[src/rtl/spi_slave_unit.sv]
// spi_slave_unit
//   Byte-oriented SPI slave (mode-0 style, MSB first). It runs entirely in
//   the SPI serial clock domain. While ss is low, a byte is shifted in on
//   mosi and presented on data_out with a one-cycle data_rdy strobe. In the
//   same bits, the byte previously latched from data_in is shifted out on
//   miso.
//
// Ports
//   clk        in   SPI serial clock; all state updates on the rising edge
//   rst        in   synchronous active-low reset
//   ss         in   slave select, active-low (1 = idle)
//   mosi       in   serial data from master
//   miso       out  serial data to master (registered, always driven)
//   data_in    in   [7:0] transmit byte from local logic
//   data_latch in   capture data_in into the transmit buffer at this edge
//   data_out   out  [7:0] last complete received byte
//   data_rdy   out  one-cycle pulse when data_out updates
module spi_slave_unit (
  input  logic       clk,
  input  logic       rst,
  input  logic       ss,
  input  logic       mosi,
  output logic       miso,
  input  logic [7:0] data_in,
  input  logic       data_latch,
  output logic [7:0] data_out,
  output logic       data_rdy
);

  logic [7:0] tx_buf;
  logic [7:0] tx_sh;
  logic [6:0] rx_sh;
  logic [2:0] cnt;
  logic [7:0] nxt;

  // Bypass so that a latch in the same cycle as a reload is honoured.
  assign nxt = data_latch ? data_in : tx_buf;

  // miso is always loaded with the same value as tx_sh[7] (nxt[7] on a
  // reload, tx_sh[6] on a shift), so the flop is shared with tx_sh.
  assign miso = tx_sh[7];

  always_ff @(posedge clk) begin
    if (!rst) begin
      tx_buf   <= '0;
      tx_sh    <= '0;
      rx_sh    <= '0;
      cnt      <= '0;
      data_out <= '0;
      data_rdy <= 1'b0;
    end else begin
      if (data_latch) begin
        tx_buf <= data_in;
      end

      if (ss) begin
        // Idle: a partial byte is dropped without a strobe.
        cnt      <= '0;
        tx_sh    <= nxt;
        data_rdy <= 1'b0;
      end else begin
        rx_sh <= {rx_sh[5:0], mosi};
        cnt   <= cnt + 3'd1;
        if (cnt != 3'd7) begin
          tx_sh    <= {tx_sh[6:0], 1'b0};
          data_rdy <= 1'b0;
        end else begin
          // Byte boundary: deliver the received byte and reload the transmitter.
          data_out <= {rx_sh, mosi};
          data_rdy <= 1'b1;
          tx_sh    <= nxt;
        end
      end
    end
  end

endmodule

[config.mk]
export PLATFORM = sky130hd
export DESIGN_NAME = spi_slave_unit
export DESIGN_NICKNAME = d
export VERILOG_FILES = /design/src/rtl/spi_slave_unit.sv
export SDC_FILE = /design/constraint.sdc
export NUM_CORES = 1
export LEC_CHECK = 0
export BUFFER_PORTS_ARGS = -buffer_cell sky130_fd_sc_hd__clkbuf_2
export CAP_MARGIN = 20
export CORE_MARGIN = 1
export CORE_UTILIZATION = 40
export DETAILED_ROUTE_END_ITERATION = 12
export GPL_TIMING_DRIVEN = 0
export HOLD_SLACK_MARGIN = 0.06
export PLACE_DENSITY = 0.72
export SKIP_CTS_REPAIR_TIMING = 1
export SKIP_LAST_GASP = 1
export SLEW_MARGIN = 5
export SYNTH_ARGS = -nofsm -noshare
export SYNTH_HDL_FRONTEND = slang
export SYNTH_SLANG_ARGS = --single-unit
export TNS_END_PERCENT = 5
[constraint.sdc]
create_clock -name clk -period 1.9 [get_ports clk]
set_input_delay 0.19 -clock clk [delete_from_list [all_inputs] [get_ports clk]]
set_output_delay 0.19 -clock clk [all_outputs]
set_load 0.02 [all_outputs]
==> impl_metrics.env <==
export IMPL_outcome="finished clean"
export IMPL_min_period_over_period_pct=78.8
export IMPL_worstSetupPathType="flip-flop to flip-flop"
export IMPL_final_hold_viol_count=0
export IMPL_hold_path_class="input port to flip-flop"
export IMPL_final_layout_size_suffix_gt1_share_pct=23.3
export IMPL_maximum_operating_frequency_mhz=668
export IMPL_vias_per_cell=4.58
export IMPL_post_synth_instance_area_sq_mm=0.00129
export IMPL_place_gp_congestion=0.742
export IMPL_overflow=0
export IMPL_cts_htree_levels=2
export IMPL_required_time_at_the_worst_slack_endpoint_ns=2.12
export IMPL_pin_count_of_the_biggest_net_entering_global_routing=11
export IMPL_placement_io_buffers=21
export IMPL_placeable_core_region_sq_mm=0.00305
export IMPL_final_core_utilization_pct=48.9
export IMPL_cts_reportedPaths_clkPinSlew_ns=0.09
export IMPL_mappedNetlistNets=139
export IMPL_filler_cell_count=295
export IMPL_grt_setup_unrepaired="false"
export IMPL_cts_root_buf="sky130_fd_sc_hd__clkbuf_4"
export IMPL_dp_cells=188
export IMPL_ys_warnings_count=0
export IMPL_vias_in_the_first_global_route=811
export IMPL_tritoncts_num_buffers=5
export IMPL_final_setup_tns_ns=0
export IMPL_dp_hpwl_um=1540
export IMPL_crit_slowest_cell="sky130_fd_sc_hd__dfxtp_1"
export IMPL_pin_count=23
export IMPL_insertedDiodeCount=0
export IMPL_syn2layout_area_growth_pct=15.6
export IMPL_crit_path_max_fanout=10
export IMPL_drt_pre_antenna_iters=4
export IMPL_dieWidth_um=58.8
export IMPL_row_count=20
export IMPL_maxCapViolCount=0
export IMPL_die_y_um=58.8
export IMPL_detail_route_iter0_violations=20
export IMPL_synth_sequential_area_ratio_pct=54.3
export IMPL_crit_path_max_incr_delay_ns=0.33
export IMPL_initial_core_util_pct=42.3
export IMPL_die_area_sq_mm=0.00346
export IMPL_critical_path_top_delay_family="adder cells"
export IMPL_setup_worst_path_start_class="flip-flop"
export IMPL_crit_top_cell="sky130_fd_sc_hd__ha_1"
export IMPL_antenna_violations_before_repair=0
export IMPL_worst_path_buf_inv=2
export IMPL_gr_usage_all_layers_pct=14.4
export IMPL_synthDistinctLibCells=20
export IMPL_grt_pass1_wl_um=3570
export IMPL_worstSkewPairLatency_ns=0.32
export IMPL_series_of_cell_instances_along_the_critical_path="ha_1 -> ha_1 -> or2_1 -> clkbuf_2 -> buf_6 -> o21ai_2 -> a21oi_1"
export IMPL_vias=889
export IMPL_syn_instance_count=123
export IMPL_critPathCaptureType="flip-flop"
export IMPL_clkSinkCount=35
export IMPL_timing_max_slew_rel_slack_pct=73.6
export IMPL_worst_slew_pin_transition_ns=0.395
export IMPL_final_period_minus_worst_setup_slack_ns=1.50
export IMPL_layout_cells_non_filler=194
export IMPL_postRouteAntennaNets=0
export IMPL_postSynthAreaPerCell_sq_um=10.5
export IMPL_cts_tree="yes"
export IMPL_number_of_register_bits_inferred_by_synthesis=35
export IMPL_power_ir_vdd_worst_mv=0.425
export IMPL_power_density_mw_per_mm2=806
export IMPL_slew_viol_final=0
export IMPL_clockBufferDepth=2
export IMPL_setup_violations_final=0
export IMPL_crit_arrival_ns=1.71
export IMPL_finalClockSkew_ns=0.00891
export IMPL_wire_per_inst_um=10.9
export IMPL_whs_ns=0.116
export IMPL_power_static_leakage_nw=0.644
export IMPL_drt_wl_total_um=2110
export IMPL_num_nets_final=167
export IMPL_drc_violations_left=0
## layout make-up
type	instances	area (sq um)	share of cell area, %
Multi-Input combinational cell	79	539	36.2
Buffer	9	50.0	3.36
Tap cell	44	55.1	3.69
Sequential cell	35	701	47.0
Timing Repair Buffer	21	105	7.05
Clock buffer	6	41.3	2.77
## metrics by stage
| stage | total power, mW | cell area (sq um) | setup WS (ns) |
|---|---|---|---|
| global placement | 0.873 | 1450 | 0.459 |
| CTS | 1.22 | 1490 | 0.382 |
| global route | 1.27 | 1490 | 0.311 |
| finish | 1.20 | 1490 | 0.403 |
| floorplan | 0.847 | 1290 | 0.520 |
| detailed placement | 0.878 | 1450 | 0.392 |
## power breakdown
part	internal, mW	switching, mW
registers	0.759	0.00872
logic	0.0455	0.0467
clock network	0.131	0.211
## routing by layer
layer / track usage, % / wire (um) / share of wire, % / up-vias
li1: - / - / - / 462
met1: 17.0 / 943 / 45 / 400
met2: 21.4 / 1010 / 48 / 23
met3: 5.93 / 107 / 5.1 / 4
met4: 9.18 / 40 / 1.9 / 0
met5: 0 / 0 / 0 / -
## kinds of logic after synthesis
family                   after synthesis  share of synthesized area [%]
flip-flops                            35                           54.3
adder cells (fa/ha/maj)                3                           2.91
multiplexers                          15                           11.6
buffers and inverters                  9                           3.88
AO/OA/AOI/OAI                         22                           11.0
AND/OR/NAND/NOR                       39                           16.3
## cell usage after synthesis
| cell type | number | area [sq um] |
|---|---|---|
| sky130_fd_sc_hd__a21oi_2 | 1 | 8.76 |
| sky130_fd_sc_hd__dfxtp_1 | 35 | 701 |
| sky130_fd_sc_hd__nand2_1 | 16 | 60.1 |
| sky130_fd_sc_hd__or2_1 | 1 | 6.26 |
| sky130_fd_sc_hd__clkbuf_2 | 1 | 5.00 |
| sky130_fd_sc_hd__a21boi_0 | 8 | 60.1 |
| sky130_fd_sc_hd__ha_1 | 3 | 37.5 |
| sky130_fd_sc_hd__and2_1 | 2 | 12.5 |
| sky130_fd_sc_hd__and3b_1 | 2 | 17.5 |
| sky130_fd_sc_hd__clkbuf_1 | 3 | 11.3 |
| sky130_fd_sc_hd__mux2i_1 | 15 | 150 |
| sky130_fd_sc_hd__o21ai_0 | 5 | 25.0 |
| sky130_fd_sc_hd__nor3b_1 | 1 | 7.51 |
| sky130_fd_sc_hd__buf_2 | 3 | 15.0 |
| sky130_fd_sc_hd__nor2b_1 | 16 | 100 |
| sky130_fd_sc_hd__buf_6 | 1 | 11.3 |
| sky130_fd_sc_hd__o21ai_2 | 2 | 17.5 |
| sky130_fd_sc_hd__nand2b_1 | 1 | 6.26 |
| sky130_fd_sc_hd__buf_4 | 1 | 7.51 |
| sky130_fd_sc_hd__a21oi_1 | 6 | 30.0 |
## cell usage in the layout, fill, tap and decap left out
cell type and instances:
sky130_fd_sc_hd__dfxtp_1 35, sky130_fd_sc_hd__clkbuf_2 22, sky130_fd_sc_hd__nor2b_1 16, sky130_fd_sc_hd__nand2_1 16, sky130_fd_sc_hd__mux2i_1 15, sky130_fd_sc_hd__a21boi_0 8, sky130_fd_sc_hd__a21oi_1 6, sky130_fd_sc_hd__o21ai_0 5
sky130_fd_sc_hd__clkbuf_4 5, sky130_fd_sc_hd__clkbuf_1 4, sky130_fd_sc_hd__buf_2 3, sky130_fd_sc_hd__ha_1 3, sky130_fd_sc_hd__o21ai_2 2, sky130_fd_sc_hd__and2_1 2, sky130_fd_sc_hd__and3b_1 2, sky130_fd_sc_hd__buf_4 1
sky130_fd_sc_hd__or2_1 1, sky130_fd_sc_hd__buf_6 1, sky130_fd_sc_hd__a21oi_2 1, sky130_fd_sc_hd__nor3b_1 1, sky130_fd_sc_hd__nand2b_1 1
## registers in the layout, summed over array words and instances (netlist names)
signal    flops
data_out      8
tx_buf        8
tx_sh         8
rx_sh         7
cnt           3
data_rdy      1
## path summary, 6_finish.rpt
| kind | from | to | slack, ns | cells past startpoint |
|---|---|---|---|---|
| max | cnt[0] | tx_sh[3] | 0.40 | 7 |
| min | mosi | data_out[0] | 0.12 | 3 |
| max reg2reg | cnt[0] | tx_sh[3] | 0.40 | 7 |
| min reg2reg | cnt[0] | cnt[0] | 0.45 | 1 |
## worst min-delay path: stages
cell	delay, ns
sky130_fd_sc_hd__clkbuf_2	0.09
sky130_fd_sc_hd__nand2_1	0.05
sky130_fd_sc_hd__a21boi_0	0.06
(Power assumes the default switching activity.)
